==> config.mk <==
export PLATFORM = sky130hd
export DESIGN_NAME = smachine_mmio_data_memory
export DESIGN_NICKNAME = d
export VERILOG_FILES = /design/src/rtl/smachine_pkg.sv /design/src/rtl/smachine_switch_debounce.sv /design/src/rtl/smachine_mmio_data_memory.sv
export SDC_FILE = /design/constraint.sdc
export NUM_CORES = 2
export LEC_CHECK = 0
export ABC_AREA = 0
export BUFFER_PORTS_ARGS = -buffer_cell sky130_fd_sc_hd__buf_2
export CELL_PAD_IN_SITES_DETAIL_PLACEMENT = 2
export CELL_PAD_IN_SITES_GLOBAL_PLACEMENT = 2
export CORE_MARGIN = 2
export CORE_UTILIZATION = 30
export CTS_CLUSTER_DIAMETER = 150
export DETAILED_ROUTE_END_ITERATION = 7
export PLACE_DENSITY_LB_ADDON = 0.1
export SKIP_CTS_REPAIR_TIMING = 1
export SYNTH_ARGS = -nofsm -noshare
export SYNTH_HDL_FRONTEND = slang
export SYNTH_SLANG_ARGS = --single-unit
==> constraint.sdc <==
create_clock -name clk -period 5 [get_ports clk]
set_input_delay 0.5 -clock clk [delete_from_list [all_inputs] [get_ports clk]]
set_output_delay 0.5 -clock clk [all_outputs]
set_load 0.005 [all_outputs]
==> src/rtl/smachine_pkg.sv <==
// Shared constants for the S-Machine data memory: MMIO register offsets,
// bus direction encodings and the size of the MMIO window at the top of the address space.
package smachine_pkg;

  localparam int MMIO_WORDS = 8;

  localparam logic [2:0] OFF_LED  = 3'd0;
  localparam logic [2:0] OFF_SW   = 3'd1;
  localparam logic [2:0] OFF_EDGE = 3'd2;
  localparam logic [2:0] OFF_MASK = 3'd3;

  localparam logic RW_WRITE = 1'b1;
  localparam logic RW_READ  = 1'b0;

endpackage

==> src/rtl/smachine_switch_debounce.sv <==
// One switch input: 2-flop synchroniser followed, when SMACHINE_DEBOUNCE_EN is
// defined, by a stability counter that gates changes into the accepted state.
module smachine_switch_debounce #(
  parameter int DEBOUNCE_CYCLES = 1000
) (
  input  logic clk,
  input  logic rst_n,
  input  logic raw,
  output logic stable
);

  logic sync_q1;
  logic sync_q2;

  always_ff @(posedge clk or negedge rst_n) begin
    if (!rst_n) begin
      sync_q1 <= 1'b0;
      sync_q2 <= 1'b0;
    end else begin
      sync_q1 <= raw;
      sync_q2 <= sync_q1;
    end
  end

`ifdef SMACHINE_DEBOUNCE_EN
  localparam int CNT_W = $clog2(DEBOUNCE_CYCLES + 1);
  localparam logic [CNT_W-1:0] CNT_LAST = CNT_W'(DEBOUNCE_CYCLES - 1);

  logic [CNT_W-1:0] cnt;

  // The count is the number of consecutive cycles the synced value has
  // disagreed with the accepted state; the DEBOUNCE_CYCLES-th one commits it.
  always_ff @(posedge clk or negedge rst_n) begin
    if (!rst_n) begin
      cnt    <= '0;
      stable <= 1'b0;
    end else if (sync_q2 == stable) begin
      cnt <= '0;
    end else if (cnt == CNT_LAST) begin
      stable <= sync_q2;
      cnt    <= '0;
    end else begin
      cnt <= cnt + 1'b1;
    end
  end
`else
  logic unused_debounce;
  assign unused_debounce = (DEBOUNCE_CYCLES > 0);
  assign stable = sync_q2;
`endif

endmodule

==> src/rtl/smachine_mmio_data_memory.sv <==
// S-Machine data memory: word RAM at the bottom of the map, GPIO bank (LED, switch
// state, W1C edge flags, IRQ mask) in the top 8 words. Debounce via SMACHINE_DEBOUNCE_EN.
module smachine_mmio_data_memory
  import smachine_pkg::*;
#(
  parameter int DATA_W          = 16,
  parameter int ADDR_W          = 9,
  parameter int DEPTH           = 256,
  parameter int N_LED           = 2,
  parameter int N_SW            = 2,
  parameter int DEBOUNCE_CYCLES = 1000
) (
  input  logic              clk,
  input  logic              rst_n,
  input  logic              mem_en,
  input  logic              read_write,
  input  logic [ADDR_W-1:0] addr,
  input  logic [DATA_W-1:0] data_in_memory,
  output logic [DATA_W-1:0] data_out_memory,
  input  logic [N_SW-1:0]   switch,
  output logic [N_LED-1:0]  led,
  output logic              irq
);

  localparam int MMIO_BASE = 2**ADDR_W - MMIO_WORDS;
  localparam int RAM_AW    = (DEPTH > 1) ? $clog2(DEPTH) : 1;
  localparam logic [ADDR_W-1:0] DEPTH_A     = ADDR_W'(DEPTH);
  localparam logic [ADDR_W-1:0] MMIO_BASE_A = ADDR_W'(MMIO_BASE);

  logic [DATA_W-1:0] ram [DEPTH];

  logic [N_LED-1:0] led_reg;
  logic [N_SW-1:0]  sw_state;
  logic [N_SW-1:0]  sw_prev;
  logic [N_SW-1:0]  edge_reg;
  logic [N_SW-1:0]  mask_reg;
  logic [N_SW-1:0]  w1c;

  logic             wr_en;
  logic             rd_en;
  logic             in_ram;
  logic             in_mmio;
  logic             mmio_wr;
  logic [2:0]       mmio_off;
  logic [RAM_AW-1:0] ram_idx;

  assign wr_en    = mem_en && (read_write == RW_WRITE);
  assign rd_en    = mem_en && (read_write == RW_READ);
  assign in_ram   = (addr < DEPTH_A);
  assign in_mmio  = (addr >= MMIO_BASE_A);
  assign mmio_wr  = wr_en && in_mmio;
  assign mmio_off = addr[2:0];
  assign ram_idx  = addr[RAM_AW-1:0];

  for (genvar i = 0; i < N_SW; i++) begin : g_sw
    smachine_switch_debounce #(
      .DEBOUNCE_CYCLES(DEBOUNCE_CYCLES)
    ) u_debounce (
      .clk    (clk),
      .rst_n  (rst_n),
      .raw    (switch[i]),
      .stable (sw_state[i])
    );
  end

  // RAM has no reset; a write in flight when reset asserts may or may not land.
  always_ff @(posedge clk) begin
    if (wr_en && in_ram) begin
      ram[ram_idx] <= data_in_memory;
    end
  end

  assign w1c = (mmio_wr && mmio_off == OFF_EDGE) ? data_in_memory[N_SW-1:0] : '0;

  // Edge flags compare the accepted state against its previous value; a new
  // edge is OR-ed in after the W1C so it survives a coincident clear.
  always_ff @(posedge clk or negedge rst_n) begin
    if (!rst_n) begin
      led_reg  <= '0;
      sw_prev  <= '0;
      edge_reg <= '0;
      mask_reg <= '0;
    end else begin
      sw_prev  <= sw_state;
      edge_reg <= (edge_reg & ~w1c) | (sw_state ^ sw_prev);
      if (mmio_wr && mmio_off == OFF_LED) begin
        led_reg <= data_in_memory[N_LED-1:0];
      end
      if (mmio_wr && mmio_off == OFF_MASK) begin
        mask_reg <= data_in_memory[N_SW-1:0];
      end
    end
  end

  always_comb begin
    data_out_memory = '0;
    if (rd_en) begin
      if (in_ram) begin
        data_out_memory = ram[ram_idx];
      end else if (in_mmio) begin
        case (mmio_off)
          OFF_LED:  data_out_memory[N_LED-1:0] = led_reg;
          OFF_SW:   data_out_memory[N_SW-1:0]  = sw_state;
          OFF_EDGE: data_out_memory[N_SW-1:0]  = edge_reg;
          OFF_MASK: data_out_memory[N_SW-1:0]  = mask_reg;
          default:  data_out_memory = '0;
        endcase
      end
    end
  end

  assign led = led_reg;
  assign irq = |(edge_reg & mask_reg);

endmodule

==> run metrics <==
vias in the first global route=83.66k; HP Class=in2reg; Mapped Area=157,900 sq um; PnR worst setup slack=-0.09899 ns; core area=524,500 sq um; dpl cells=14.27k; Tmin final=5.099 ns; worst r2r dst=edge_reg[1]$_DFF_PN0_; asr flop ratio synth=0.002921; most common cell after layout, fill and taps aside=edfxtp_1; Clk pin slew, worst setup/hold paths=0.06 ns; num rows=266; Synth warnings=0; reg-to-reg setup timing slack=4.14 ns; Biggest register=ram; I/O Buffers=49; number of I/O pins=50; Hold EP=ram[58][2]$_DFFE_PP_; crit share post-route=1.020; initial antenna violation count=46; initial drt markers=8,189; #FFs+latches synth=4,108; non-filler cells, final=15.14k; Setup crit start kind=primary input; Worst Skew=0.001439 ns; max-slew violations=0; via count=78.64k; cell area power density=398.1 nW/um^2; drt drc=0; Routed WL per cell=37.39 microns; Congestion Overflow GR=0; critical path required time=4.50 ns; number of flops mapped to enable cells by yosys=4,096; initial cell density of the core=0.3011; syn nets=6,885; Hold Path Cell Cnt=1; Chip Height=729.6 microns; share of the synthesized area in the top cell type=0.7787; most used flip-flop cell after synthesis=edfxtp_1; commonest non-fill, non-tap cells in the layout=edfxtp_1 (4,096), mux4_2 (1,077), buf_4 (678); Area Overhead vs Synth=19.09%; Worst Setup Path Type=in2out; failing checks=setup timing; Tightest Pin Transition=1.432 ns; Achievable Freq=0.1961 GHz; post-synthesis sequential area ratio=0.7806; CTS tree=yes; startpoint of the worst hold path=data_in_memory[2]; post-synth top area cell=edfxtp_1; H-tree depth=5; P_int=0.05783 W; Skew-Pair Late Insertion Delay=1.00 ns; Final Hold Viols=0; Root Driver=clkbuf_16; Max rail drop VDD=0.0003028 V; All-Layer GR Usage=0.2099; sequential cell area=123,300 sq um; clock share of power=0.438; Max-Cap Viols=0; Rel. slew slack=0.04502; pre-CTS setup slack=-0.5686 ns; most area-consuming cells after synthesis=edfxtp_1 (78%), mux4_2 (15%), mux2i_1 (1.6%); first-pass GRT wire length=765,700 microns; Gate Count Post-Synth=6,854; P_sw=0.01706 W; combinational power share=0.056; die area=532,300 sq um; status=finished, violations left; 1st-pass router iterations=5; DR vias/cell=5.192; Yosys cell types=56; sequential fraction of design power=0.506; layout cells sized above 1=0.3538; sw frac=0.2278; pin count of the biggest net entering global routing=162; DP HPWL=355,000 microns; RSZ-0062 raised after global routing=yes; Multi-input gate area=33,530 sq um; # setup viols final=2; final core utilization=0.3586; maximum root-to-sink buffer count=4; drt total wl=566,200 microns; Die W=729.6 microns; LEAKAGE=58.73 nW; Clock Sinks=4,108; Crit. End Element=primary output; post-route ant nets=0; Filler Cells Inserted=50.00k; Final nets=7,811; gpl congestion=0.7999; r2r worst-path depth=2; worst reg2reg startpoint=g_sw[1].u_debounce.stable$_DFF_PN0_; CP max FO=31; Syn Area/Cell=23.04 sq um; max reg flops=4,096; WP data arrival=4.60 ns; total CTS buffers=464
==> logic make-up after synthesis <==
kind of cell              Yosys count  synth area share
buffers and inverters             404           0.01326
xor gates and xnor gates            2         0.0001109
muxes                            1374            0.1727
DFF                              4108            0.7806
and+or+nand+nor                   612           0.01687
AOI/OAI and AO/OA                 354           0.01641
==> layer usage <==
| layer | part of all wire | track usage | wire length [microns] | vias to the layer above |
|---|---|---|---|---|
| li1 | - | - | - | 31210 |
| met1 | 0.45 | 0.3025 | 257600 | 44750 |
| met5 | 0.000090 | 0 | 51 | - |
| met4 | 0.023 | 0.04623 | 13130 | 8 |
| met2 | 0.48 | 0.3423 | 270400 | 2079 |
| met3 | 0.044 | 0.02473 | 25040 | 591 |
==> worst max-delay path by stage <==
| stage | startpoint | endpoint | slack [ns] |
|---|---|---|---|
| finish | addr[3] | data_out_memory[12] | -0.1 |
| global route | ram[191][14]$_DFFE_PP_ | data_out_memory[14] | -0.1 |
| global placement | addr[5] | data_out_memory[0] | -1.38 |
| CTS | ram[191][14]$_DFFE_PP_ | data_out_memory[14] | -0.74 |
| detailed placement | addr[0] | data_out_memory[14] | -0.57 |
| floorplan | addr[3] | ram[185][0]$_DFFE_PP_ | 0.99 |
==> power by group through the flow <==
stage	clock, W	sequential (W)	combinational [W]
5_1_grt	0.0349	0.0379	0.00436
4_1_cts	0.0337	0.0379	0.00424
6_report	0.0328	0.0379	0.00417
2_1_floorplan	0	0.0386	0.00175
3_5_place_dp	0	0.0386	0.00423
3_3_place_gp	0	0.0386	0.00417
==> synthesized netlist by cell type (10+ instances only) <==
cell / instances
buf_4: 77
a31oi_1: 17
a211oi_1: 30
a221oi_1: 17
a21oi_1: 41
nor3_1: 30
nor4_1: 14
o22ai_1: 22
nand3_1: 42
buf_2: 171
nor2b_1: 40
nor2_1: 289
o221ai_1: 10
clkbuf_1: 122
mux2_2: 41
a2111oi_0: 10
buf_6: 10
a32oi_1: 28
mux2i_1: 256
o21ai_0: 29
edfxtp_1: 4096
nand2_1: 150
buf_1: 22
o32ai_1: 11
mux4_2: 1077
a22oi_1: 82
dfrtp_1: 12
a22o_1: 21
==> through the flow <==
step	power, W	hold WS [ns]	TNS, ns	cell area [sq um]
6_report	0.07488	0.009046	-0.1508	188100
5_1_grt	0.07712	0.005816	-0.09642	188100
4_1_cts	0.07587	-0.7423	-2.875	187700
3_5_place_dp	0.04286	0.3409	-2.367	173300
3_3_place_gp	0.04279	0.3458	-3.727	173300
2_1_floorplan	0.04039	0.2044	0	157900
==> area by class of cell <==
| cell class | instances | area share |
|---|---|---|
| antenna | 13 | 0.0001729 |
| sequential | 4108 | 0.6555 |
| inverter | 2 | 0.00007982 |
| multi-input combinational | 2342 | 0.1783 |
| tap | 6968 | 0.04635 |
| timing repair buffer | 862 | 0.04314 |
| clock buffer | 576 | 0.06430 |
| clock inverter | 273 | 0.01218 |
==> critical path: stages <==
cell and delay [ns]:
buf_8 0.24, buf_12 0.33, nor2_4 0.46, buf_4 0.58, a221oi_1 0.18, buf_4 0.20
nor2_1 0.57, nor4_1 0.12, buf_4 0.20, a41oi_2 0.64, buf_4 0.23, buf_2 0.11
Power figures use the tool's default switching activity.
